<file path="src/rtl/gumnut_ctrl.sv">
// Gumnut core sequencing controller: fetch/decode/execute FSM with bus handshakes,
// PC and register-file control, and single-level interrupt entry gated by ie.
module gumnut_ctrl (
    input  logic       clk_i,
    input  logic       rst_ni,
    input  logic [2:0] op_i,
    input  logic [2:0] func_i,
    input  logic       z_i,
    input  logic       c_i,
    input  logic       inst_ack_i,
    input  logic       data_ack_i,
    input  logic       int_req_i,
    output logic       inst_cyc_o,
    output logic       inst_stb_o,
    output logic       ir_we_o,
    output logic       data_cyc_o,
    output logic       data_stb_o,
    output logic       data_we_o,
    output logic       port_sel_o,
    output logic       pc_inc_o,
    output logic       pc_load_o,
    output logic       pc_push_o,
    output logic       pc_pop_o,
    output logic       rf_we_o,
    output logic       cc_we_o,
    output logic       int_ack_o,
    output logic [2:0] state_o
);

    // state     | meaning
    // FETCH     | instruction bus cycle, wait for inst_ack_i
    // DECODE    | one idle cycle while the IR settles
    // EXECUTE   | ALU flags, branch/return PC control, or launch a data access
    // MEM       | data/port bus cycle, wait for data_ack_i
    // WRITEBACK | register-file write
    // INT       | push PC, load vector, clear ie
    typedef enum logic [2:0] {
        ST_FETCH     = 3'd0,
        ST_DECODE    = 3'd1,
        ST_EXECUTE   = 3'd2,
        ST_MEM       = 3'd3,
        ST_WRITEBACK = 3'd4,
        ST_INT       = 3'd5
    } state_t;

    state_t state_q, state_d;
    logic   ie_q, ie_d;
    state_t boundary_st;
    logic   taken;

    // Every return to FETCH is an instruction boundary where a pending interrupt may enter.
    assign boundary_st = (int_req_i && ie_q) ? ST_INT : ST_FETCH;

    always_comb begin
        taken = 1'b0;
        case (func_i)
            3'b000, 3'b001: taken = 1'b1;
            3'b010:         taken = z_i;
            3'b011:         taken = ~z_i;
            3'b100:         taken = c_i;
            3'b101:         taken = ~c_i;
            default:        taken = 1'b0;
        endcase
    end

    always_comb begin
        state_d    = state_q;
        ie_d       = ie_q;
        inst_cyc_o = 1'b0;
        inst_stb_o = 1'b0;
        ir_we_o    = 1'b0;
        data_cyc_o = 1'b0;
        data_stb_o = 1'b0;
        data_we_o  = 1'b0;
        port_sel_o = 1'b0;
        pc_inc_o   = 1'b0;
        pc_load_o  = 1'b0;
        pc_push_o  = 1'b0;
        pc_pop_o   = 1'b0;
        rf_we_o    = 1'b0;
        cc_we_o    = 1'b0;
        int_ack_o  = 1'b0;
        // Outputs are forced quiet while reset is held, independent of the clock.
        if (rst_ni) begin
            case (state_q)
                ST_FETCH: begin
                    inst_cyc_o = 1'b1;
                    inst_stb_o = 1'b1;
                    if (inst_ack_i) begin
                        ir_we_o  = 1'b1;
                        pc_inc_o = 1'b1;
                        state_d  = ST_DECODE;
                    end
                end
                ST_DECODE: state_d = ST_EXECUTE;
                ST_EXECUTE: begin
                    if (!(op_i[2] && op_i[1])) begin
                        cc_we_o = 1'b1;
                        state_d = ST_WRITEBACK;
                    end else if (!op_i[0]) begin
                        state_d = ST_MEM;
                    end else begin
                        if (func_i[2:1] == 2'b11) begin
                            pc_pop_o = 1'b1;
                            if (func_i[0]) ie_d = 1'b1;
                        end else if (taken) begin
                            pc_load_o = 1'b1;
                            pc_push_o = (func_i == 3'b001);
                        end
                        state_d = boundary_st;
                    end
                end
                ST_MEM: begin
                    data_cyc_o = 1'b1;
                    data_stb_o = 1'b1;
                    data_we_o  = func_i[0];
                    port_sel_o = func_i[1];
                    if (data_ack_i) state_d = func_i[0] ? boundary_st : ST_WRITEBACK;
                end
                ST_WRITEBACK: begin
                    rf_we_o = 1'b1;
                    state_d = boundary_st;
                end
                ST_INT: begin
                    int_ack_o = 1'b1;
                    pc_push_o = 1'b1;
                    pc_load_o = 1'b1;
                    ie_d      = 1'b0;
                    state_d   = ST_FETCH;
                end
                default: state_d = ST_FETCH;
            endcase
        end
    end

    always_ff @(posedge clk_i or negedge rst_ni) begin
        if (!rst_ni) begin
            state_q <= ST_FETCH;
            ie_q    <= 1'b1;
        end else begin
            state_q <= state_d;
            ie_q    <= ie_d;
        end
    end

    assign state_o = state_q;

endmodule

</file>
<file path="config.mk">
export PLATFORM = sky130hd
export DESIGN_NAME = gumnut_ctrl
export DESIGN_NICKNAME = d
export VERILOG_FILES = /design/src/rtl/gumnut_ctrl.sv
export SDC_FILE = /design/constraint.sdc
export NUM_CORES = 1
export LEC_CHECK = 0
export CAP_MARGIN = 5
export CORE_MARGIN = 5
export CORE_UTILIZATION = 32
export CTS_BUF_LIST = sky130_fd_sc_hd__clkbuf_8 sky130_fd_sc_hd__clkbuf_16
export CTS_CLUSTER_DIAMETER = 40
export DETAILED_ROUTE_END_ITERATION = 7
export PLACE_DENSITY = 0.72
export SYNTH_ARGS = -nofsm -noshare
export SYNTH_HDL_FRONTEND = slang
export SYNTH_SLANG_ARGS = --single-unit
</file>
<file path="constraint.sdc">
create_clock -name clk_i -period 1.8 [get_ports clk_i]
set_input_delay 0.27 -clock clk_i [delete_from_list [all_inputs] [get_ports clk_i]]
set_output_delay 0.27 -clock clk_i [all_outputs]
set_load 0.02 [all_outputs]
</file>
==> metrics.txt <==
Post-Syn Nets 80; failing checks setup timing; pre-CTS WS -0.4913 ns; first-iteration detailed-routing DRC count 19; Max Cap Violations 0; Final Cycle Share 100.1%; synth warn 0; Max clock buf depth 2; detailed-route wire length 1805 um; P_sw around 0.5 mW; Critical Path RT about 1.5 ns; critical path startpoint state_o[2]; gr usage total 15.41%; Mapped Area approximately 470 sq um; Synth Register Bits 4; row count 13; Final Hold Fails 0; GR Overflow Total 0; CP Capture Type primary output; Flop pwr share 15.6%; total CTS buffers 3; gpl congestion ~0.8; critical path's slowest cell dfrtp_1; synth-to-layout area growth 94.43%; clock sinks 4; R2R setup slack between 0.3 and 0.4 ns; most common cell after layout, fill and taps aside buf_4; P_int about 0.65 mW; Fmax around 0.56 GHz; Buf/Inv on CP 1; vias in the first global route about 680; Die ar. between 2000 and 2500 sq um; crit path setup slack, layout -0.0009315 ns; crit path DAT 1.53 ns; Sw Ratio between 40% and 50%; part of the power in the clock network between 15 and 20%; Slew @ Worst Pin around 0.28 ns; setup_tns -0.0009315 ns; RSZ-0062 raised after global routing true; Setup Viol. Count Final 1; R2R Path End state_o[0]; global-route wire length before repair 3077 um; Hold WS roughly 0.18 ns; Clk Tree Root Cell clkbuf_8; Worst-Skew Late Latency about 0.22 ns; Routed Antenna Nets 0; Reg clk slew, reported paths about 0.03 ns; Layout Utilization between 60% and 70%; height of the chip around 48 um; HP Class primary input to async pin; Reg2Reg Launch Point state_o[1]; power density cells 1244 nW/um^2; Max Slew Vio Count 0; max incr delay on CP between 0.3 and 0.4 ns; outcome finished, violations left; Max H-tree Level 1; Die W between 40 and 50 um; Placed Cells approximately 120; diodes inserted 0; vias per inst between 5 and 6; max_slew headroom between 80% and 90%; final net count around 130; initial antenna violation count 0; Comb pwr share between 60 and 70%; worst setup path end pc_push_o; core area about 1400 sq um; I/O Pins 30; design area 917.1 sq um; P_leak around 0.49 nW; Initial Util 34.94%; DRC errors left 0; layout cells sized above 1 roughly 37%; worst vdd ir around 0.0011 V; hpwl dp around 1400 um; share of the yosys chip area belonging to registers 21.49%; cells after synthesis between 60 and 70; minimum clock period 1.801 ns; routed wire length per instance roughly 14 um; number of cells on the critical path 5; delay-heaviest family, CP simple AND/OR/NAND/NOR gates; CP Launch Type flop; via count ~670; cts hold-fix bufs 0; Distinct cells, synth 30; Worst Reg-to-Reg Cells 5; largest net degree at the start of global routing 13; Placed Area 875.8 sq um; CP cell instances nor3b_2, and2b_1, and3_4, a31o_1, buf_6; WS Path Type flop to primary output; Post-Layout Cell Count 129; syn avg cell area a little over 7 sq um; CTS tree done; clk_skew around 0.0013 ns; most frequent cells in the layout 20 x buf_4, 10 x nand2_1, 10 x clkdlybuf4s50_1, 6 x clkbuf_2; worst-path fanout max 3; PnR Total Power about 1.1 mW; DRT Pass-1 Iters 4; Port Buffer Count 29
## sequential cells by signal, summed over array words and instances, names as in the netlist
signal / cells
state_o: 3
ie_q: 1
## power groups by stage
stage | Clock [mW] | Sequential [mW] | Combinational (mW)
CTS | 0.202 | 0.176 | 0.762
detailed placement | 0 | 0.175 | 0.790
finish | 0.194 | 0.178 | 0.769
global placement | 0 | 0.166 | 0.781
floorplan | 0 | 0.214 | 0.394
global route | 0.213 | 0.178 | 0.839
## final cells by class
| class | count | area [sq um] |
|---|---|---|
| Timing Repair Buffer | 48 | 396.6 |
| Tap cell | 15 | 18.77 |
| Multi-Input combinational cell | 56 | 347.8 |
| Inverter | 2 | 7.507 |
| Fill cell | 124 | 432.9 |
| Sequential cell | 4 | 101.3 |
| Clock inverter | 1 | 3.754 |
| Clock buffer | 3 | 41.29 |
## metal layers
layer	up-vias	track usage [%]	part of all wire (%)
li1	333	-	-
met1	294	17.83	41
met2	39	27.39	50
met3	0	4.893	8.8
met4	0	2.765	0
met5	-	0	0
## synthesized netlist by cell type (all sizes together)
cell,count,area [sq um]
o21ai,6,30.02
nor3,2,10.01
a21o,1,7.510
a211o,1,8.760
a21bo,1,10.01
a21oi,1,5.000
and4b,1,10.01
and2,5,31.28
and3,3,18.77
buf,5,32.53
a21boi,1,7.510
inv,2,7.510
a2bb2o,1,10.01
o22a,1,8.760
o22ai,2,12.51
and2b,1,7.510
nand2,11,41.29
a31o,1,8.760
nor2,6,22.52
a221oi,1,8.760
a31oi,1,6.260
nand2b,4,25.02
nor2b,2,12.51
nor3b,1,12.51
a2bb2oi,1,8.760
dfrtp,3,75.07
dfstp,1,26.28
nand4,1,6.260
## worst min path at each step
stage                             to  slack [ns]  depth (start not counted)
after global placement          ie_q        0.54                          2
final                     state_o[2]        0.18                          2
after detailed placement        ie_q        0.55                          2
after CTS                 state_o[1]        0.17                          2
after floorplan           state_o[0]       -0.03                          0
after global routing      state_o[2]        0.19                          2
## repair_timing
action,4_1_cts,5_1_grt
pin swaps,1,5
endpoints found under the setup margin,14,13
setup buffers,0,2
gates resized for setup,37,22
endpoints found under the hold margin,0,0
## logic make-up after synthesis
group / count (synthesis) / synth area share [%]
and+or+nand+nor: 37 / 41.91
AOI/OAI and AO/OA: 19 / 28.12
buffers and inverters: 7 / 8.488
DFF: 4 / 21.49
No activity file was read; power rests on OpenSTA's default activity.
